**src/rtl/des_stream_mode.sv**
```systemverilog
// Streaming valid/ready mode controller in front of the pipelined des_top core.
// Define DES_CBC_EN to build CBC chaining; without it the block is ECB-only.
module des_stream_mode #(
    parameter int FIFO_DEPTH  = 32,
    parameter int KEY_TIMEOUT = 1024
) (
    input  logic        clk,
    input  logic        rst_n,
    input  logic        cfg_start,
    input  logic        cfg_encrypt,
    input  logic        cfg_cbc,
    input  logic [63:0] cfg_key,
    input  logic [63:0] cfg_iv,
    output logic        cfg_busy,
    output logic        key_err,
    input  logic        s_valid,
    output logic        s_ready,
    input  logic [63:0] s_data,
    input  logic        s_last,
    output logic        m_valid,
    input  logic        m_ready,
    output logic [63:0] m_data,
    output logic        m_last,
    output logic        core_encrypt,
    output logic [63:0] core_key,
    output logic        core_key_load,
    input  logic        core_keys_valid,
    output logic        core_din_en,
    output logic [63:0] core_din,
    input  logic [63:0] core_dout,
    input  logic        core_dout_valid
);
    localparam int AW = $clog2(FIFO_DEPTH);
    localparam int CW = AW + 1;
    localparam int TW = $clog2(KEY_TIMEOUT + 1);
    localparam logic [CW:0]   CREDITS  = (CW+1)'(FIFO_DEPTH);
    localparam logic [TW-1:0] TMO_LAST = TW'(KEY_TIMEOUT - 1);
`ifdef DES_CBC_EN
    localparam int SW = 65;
`else
    localparam int SW = 1;
`endif

    typedef enum logic [1:0] {NOKEY, LOAD, WAIT, RUN} state_t;
    state_t state_q, state_d;

    logic [TW-1:0] tmo_q;
    logic [CW-1:0] inflight_q, ocount_q;
    logic          enc_q;
    logic [63:0]   key_q;
    logic          accept_cfg, fire, retire, pop, timeout, cbc_enc_wait;
    logic [63:0]   in_mask, side_mask;
    logic [SW-1:0] side_wdata, side_rdata;
    logic          side_last;

    logic [SW-1:0] side_mem [FIFO_DEPTH];
    logic [AW-1:0] side_wp, side_rp;
    logic [64:0]   out_mem [FIFO_DEPTH];
    logic [AW-1:0] out_wp, out_rp;

    assign accept_cfg = cfg_start && !cfg_busy;
    assign fire       = s_valid && s_ready;
    // Pulses with nothing in flight are leftovers from before a reset.
    assign retire     = core_dout_valid && (inflight_q != '0);
    assign pop        = m_valid && m_ready;
    assign side_rdata = side_mem[side_rp];
    assign side_last  = side_rdata[0];

`ifdef DES_CBC_EN
    logic        cbc_q;
    logic [63:0] iv_q, chain_q;

    assign cbc_enc_wait = cbc_q && enc_q && (inflight_q != '0);
    assign in_mask      = (cbc_q && enc_q) ? chain_q : 64'h0;
    assign side_wdata   = {(cbc_q && !enc_q) ? chain_q : 64'h0, s_last};
    assign side_mask    = side_rdata[64:1];

    // Encrypt chains on the core result; decrypt chains on the ciphertext going in.
    always_ff @(posedge clk or negedge rst_n) begin
        if (!rst_n) begin
            cbc_q   <= 1'b0;
            iv_q    <= '0;
            chain_q <= '0;
        end else if (accept_cfg) begin
            cbc_q   <= cfg_cbc;
            iv_q    <= cfg_iv;
            chain_q <= cfg_iv;
        end else if (cbc_q && !enc_q && fire) begin
            chain_q <= s_last ? iv_q : s_data;
        end else if (cbc_q && enc_q && retire) begin
            chain_q <= side_last ? iv_q : core_dout;
        end
    end
`else
    logic unused_cfg;
    assign cbc_enc_wait = 1'b0;
    assign in_mask      = '0;
    assign side_wdata   = s_last;
    assign side_mask    = '0;
    assign unused_cfg   = ^{cfg_cbc, cfg_iv};
`endif

    always_comb begin
        state_d = state_q;
        timeout = 1'b0;
        case (state_q)
            NOKEY: if (accept_cfg) state_d = LOAD;
            LOAD:  state_d = WAIT;
            WAIT: begin
                if (core_keys_valid) state_d = RUN;
                else if (tmo_q == TMO_LAST) begin
                    timeout = 1'b1;
                    state_d = NOKEY;
                end
            end
            RUN:   if (accept_cfg) state_d = LOAD;
            default: state_d = NOKEY;
        endcase
    end

    always_ff @(posedge clk or negedge rst_n) begin
        if (!rst_n) begin
            state_q <= NOKEY;
            tmo_q   <= '0;
            key_err <= 1'b0;
            enc_q   <= 1'b0;
            key_q   <= '0;
        end else begin
            state_q <= state_d;
            tmo_q   <= (state_q == WAIT) ? tmo_q + 1'b1 : '0;
            if (accept_cfg) begin
                key_err <= 1'b0;
                enc_q   <= cfg_encrypt;
                key_q   <= cfg_key;
            end else if (timeout) begin
                key_err <= 1'b1;
            end
        end
    end

    // Credits cover both the core pipeline and the output FIFO, so the FIFO cannot overflow.
    always_ff @(posedge clk or negedge rst_n) begin
        if (!rst_n) begin
            inflight_q <= '0;
            ocount_q   <= '0;
            side_wp    <= '0;
            side_rp    <= '0;
            out_wp     <= '0;
            out_rp     <= '0;
        end else begin
            case ({fire, retire})
                2'b10:   inflight_q <= inflight_q + 1'b1;
                2'b01:   inflight_q <= inflight_q - 1'b1;
                default: inflight_q <= inflight_q;
            endcase
            case ({retire, pop})
                2'b10:   ocount_q <= ocount_q + 1'b1;
                2'b01:   ocount_q <= ocount_q - 1'b1;
                default: ocount_q <= ocount_q;
            endcase
            if (fire)   side_wp <= side_wp + 1'b1;
            if (retire) side_rp <= side_rp + 1'b1;
            if (retire) out_wp  <= out_wp + 1'b1;
            if (pop)    out_rp  <= out_rp + 1'b1;
        end
    end

    always_ff @(posedge clk) begin
        if (fire)   side_mem[side_wp] <= side_wdata;
        if (retire) out_mem[out_wp]   <= {core_dout ^ side_mask, side_last};
    end

    assign cfg_busy      = (state_q == LOAD) || (state_q == WAIT) ||
                           (inflight_q != '0) || (ocount_q != '0);
    assign s_ready       = (state_q == RUN) && !cbc_enc_wait &&
                           (({1'b0, inflight_q} + {1'b0, ocount_q}) < CREDITS);
    assign core_din_en   = fire;
    assign core_din      = fire ? (s_data ^ in_mask) : 64'h0;
    assign core_key_load = (state_q == LOAD);
    assign core_key      = key_q;
    assign core_encrypt  = enc_q;
    assign m_valid       = (ocount_q != '0);
    assign {m_data, m_last} = m_valid ? out_mem[out_rp] : 65'h0;
endmodule
```
**config.mk**
```make
export PLATFORM = sky130hd
export DESIGN_NAME = des_stream_mode
export DESIGN_NICKNAME = d
export VERILOG_FILES = /design/src/rtl/des_stream_mode.sv
export SDC_FILE = /design/constraint.sdc
export NUM_CORES = 2
export LEC_CHECK = 0
export BUFFER_PORTS_ARGS = -buffer_cell sky130_fd_sc_hd__buf_2
export CORE_MARGIN = 8
export CORE_UTILIZATION = 50
export DETAILED_ROUTE_END_ITERATION = 10
export HOLD_SLACK_MARGIN = 0.1
export PLACE_DENSITY = 0.67
export SLEW_MARGIN = 20
export SYNTH_ARGS = -nofsm -noshare
export SYNTH_HDL_FRONTEND = slang
export SYNTH_SLANG_ARGS = --single-unit
export TNS_END_PERCENT = 10
```
**constraint.sdc**
```tcl
create_clock -name clk -period 5.6 [get_ports clk]
set_clock_uncertainty 0.15 [all_clocks]
set_input_delay 0.56 -clock clk [delete_from_list [all_inputs] [get_ports clk]]
set_output_delay 0.56 -clock clk [all_outputs]
set_load 0.005 [all_outputs]
```
==> parameters.txt <==
Parameter                              Value

Synthesis
  Synth top area share    73.8%
  Number of warning messages in the yosys log    0
  Ys flop type    edfxtp_1
  Adder and majority gate portion of the synthesized area    0.416%
  Share of cell area taken by muxes after synthesis    15.5%
  Most common cell in the netlist    edfxtp_1
  Post-synthesis cell type with the largest combined area    edfxtp_1
  Cells taking the most area after synthesis    edfxtp_1, mux4_2, dfrtp_1
  Syn Inst Count    3,946
  Unique masters post-synth    63
  Combinational family with the most area after synthesis    multiplexers
  Yosys reg bits    2,223
  Most numerous cell types in the synthesized netlist    edfxtp_1, mux4_2, mux2i_1
  EDFF count, synth    2,112
  Async set or reset register ratio after synthesis    4.99%
  Area fraction in and, or, nand and nor cells after synthesis    1.58%
  Xor/xnor cell area share of the yosys netlist    0.316%
  Synthesized area per cell    21.8 um2
  Post-synthesis net count    4,240
  Area of the mapped netlist    0.0860 mm2
  Portion of the post-synthesis area used by sequential elements    77.0%
  Compound-Gate Fraction of Synth Area    3.56%

Global route
  Maximum number of pins on one net before global-route repair    100
  Congestion Overflow GR    0
  Global-route wire length before repair    311,000 um
  Via count of the first global-routing pass    43,900
  Total global-route track usage    22.8%
  Antenna violations before repair    12

CTS
  CTS max path bufs    3
  Clock tree from TritonCTS    done
  Number of sinks driven by the clock tree    2,223
  Root buf cell    clkbuf_16
  Clock latency reported for the late side of the worst-skew pair    840 ps
  Clock-pin transition on the worst setup and hold timing paths    60 ps
  Number of buffers created by CTS    215
  Deepest level of the CTS H-tree    4
  Cts repair resizes    0

Setup path
  Worst Reg2Reg Path Length in Cells    8
  Worst r2r dst    out_mem[27][42]$_DFFE_PP_
  Setup crit end kind    primary output
  Startpoint class of the critical path    register
  Data arrival time of the worst path    4270 ps
  Crit Reg-Reg Startpoint    inflight_q[1]$_DFFE_PN0P_
  Worst Path Class, Setup    reg -> out
  Data required time at the worst endpoint    4890 ps
  Critical path peak fanout    59
  Setup slack of the most critical reg-to-reg path    1250 ps

Power
  Static leakage power    33.2 nW
  Ratio of total power to cell area    483 mW/mm2
  Total chip power    48.0 mW
  Largest vdd supply drop    339 uV

STA
  Setup violators final    0
  Final total negative setup slack    0 ps
  Hold Vio Cnt, Final    0
  Achievable frequency    201 MHz
  Fin crit period    4980 ps
  RSZ-0062 raised after global routing    no
  Max-slew violation count    0
  Final WS setup    625 ps
  Worst slew margin relative to its limit    23.0%
  Period utilisation layout    88.8%
  Worst-margin pin slew    1160 ps

Route
  Avg Vias per Cell    6.18
  Via count of the routed design    43,400
  Met1 Routed Length    88,400 um
  DRC violations left    0
  Violation count after the first detailed-routing iteration    4,941
  Highest metal used    met5
  Wire length per cell after detailed routing    30.8 um
  Metal2 WL    106,000 um
  Routed WL    216,000 um
  Post-detailed-route count of antenna-violating nets    0
  First-pass iteration count of the detailed router    5
  Met3 wire length    16,500 um

Die
  Placeable Area    0.171 mm2
  Effective utilization at floorplan    50.2%
  Die Outline Area    0.186 mm2
  Vert. Die Dim    431 um
  Num ports    466
  Number of cell rows    152
  Die outline width    431 um

Cells and area
  Post-layout nets    4,891
  Share of layout cells above drive strength 1    29.9%
  Layout-stage area growth over the synthesis result    15.4%
  Fill count    12,200
  Area of the multi-input gates    0.0187 mm2
  Register cell area after layout    0.0662 mm2

Worst hold path
  Hold/Removal Path Class    in -> async

Place
  Pre-CTS setup slack    1230 ps
  Count of input and output buffers    400
  HPWL Detailed    113,000 um
  Routability cong.    0.905

Job
  Number of max-cap violations    0

Outcome
  Result of the run    finished clean
==> registers in the layout (all words and copies together) (netlist names), 6 cells and up <==
name and cells:
out_mem 2080, core_key 64, side_mem 32, tmo_q 11, inflight_q 6, ocount_q 6
==> cell usage in the layout, fill, tap and decap left out, types with 23 or more instances in the layout <==
master and count:
buf_4 106, a21oi_1 94, a211oi_1 43, dlygate4sd3_1 136, edfxtp_1 2112, o22ai_1 57
mux4_2 468, and2_1 66, clkbuf_16 220, buf_2 399, clkinv_2 41, clkinv_1 49
o221ai_1 45, nor2_1 64, a21boi_1 23, clkbuf_1 44, nor2_4 33, mux2_4 39
mux2_2 31, dfrtp_1 106, ha_1 27, a22oi_1 84, nand2_1 27, mux2i_1 185
==> cell type report <==
class,instances,share of cell area (%)
sequential,2223,66.7
multi-input combinational,1473,18.8
clock buffer,268,5.77
timing repair buffer,661,4.59
tap,2233,2.81
clock inverter,129,1.23
inverter,23,0.0870
antenna,2,0.00504
==> worst max-delay path, stage by stage (launching register included) <==
cell and delay, ps:
dfrtp_4 1090, buf_12 460, buf_12 320, mux4_2 550, a211oi_1 280, a21oi_1 100, a21boi_0 210, buf_2 190
==> worst max path at each step <==
stage                                    startpoint                        end  depth (start not counted)
after floorplan           inflight_q[1]$_DFFE_PN0P_   out_mem[12][0]$_DFFE_PP_                          8
after global placement    inflight_q[1]$_DFFE_PN0P_  out_mem[11][20]$_DFFE_PP_                          8
after detailed placement  inflight_q[1]$_DFFE_PN0P_  out_mem[11][20]$_DFFE_PP_                          8
after CTS                     out_rp[0]$_DFFE_PN0P_                 m_data[55]                          7
after global routing          out_rp[0]$_DFFE_PN0P_                 m_data[10]                          7
final                         out_rp[0]$_DFFE_PN0P_                 m_data[10]                          7
==> metrics by stage <==
step	util (%)	cells	cell area (um2)	hold WS [ps]
3_3_place_gp	53.1	6476	90900	310
2_1_floorplan	-	3946	86000	114
5_1_grt	58.0	7011	99300	262
4_1_cts	58.0	7010	99300	200
6_report	58.0	7012	99300	240
3_5_place_dp	53.1	6477	90900	333
==> where the power goes <==
group | leakage [nW] | switching (mW) | internal [mW] | total (mW)
Sequential | 20.5 | 0.770 | 19.5 | 20.2
Combinational | 9.35 | 7.60 | 5.93 | 13.5
Clock | 3.39 | 6.12 | 8.08 | 14.2
Total | 33.2 | 14.5 | 33.5 | 48.0
==> metal layers <==
layer	up-vias	GRT usage (%)
met1	23100	32.4
met4	2	5.86
met5	-	0
met2	1993	37.4
met3	318	3.71
li1	17900	-
==> cells by family (layout without fill, tap and decap cells) <==
| family | after synthesis | in the layout |
|---|---|---|
| DFF | 2223 | 2223 |
| muxes | 723 | 723 |
| AOI/OAI and AO/OA | 431 | 431 |
| and+or+nand+nor | 260 | 260 |
| buffers and inverters | 250 | 1081 |
| xor gates and xnor gates | 31 | 31 |
| adders and majority gates | 28 | 28 |
| other | 0 | 2 |
==> timing repair <==
| item | CTS | global route |
|---|---|---|
| hold buffers | 136 | 0 |
| hold endpoints to repair | 2208 | 0 |
| buffers inserted | 0 | 0 |
Note: power is estimated with default switching activity, not from simulation.
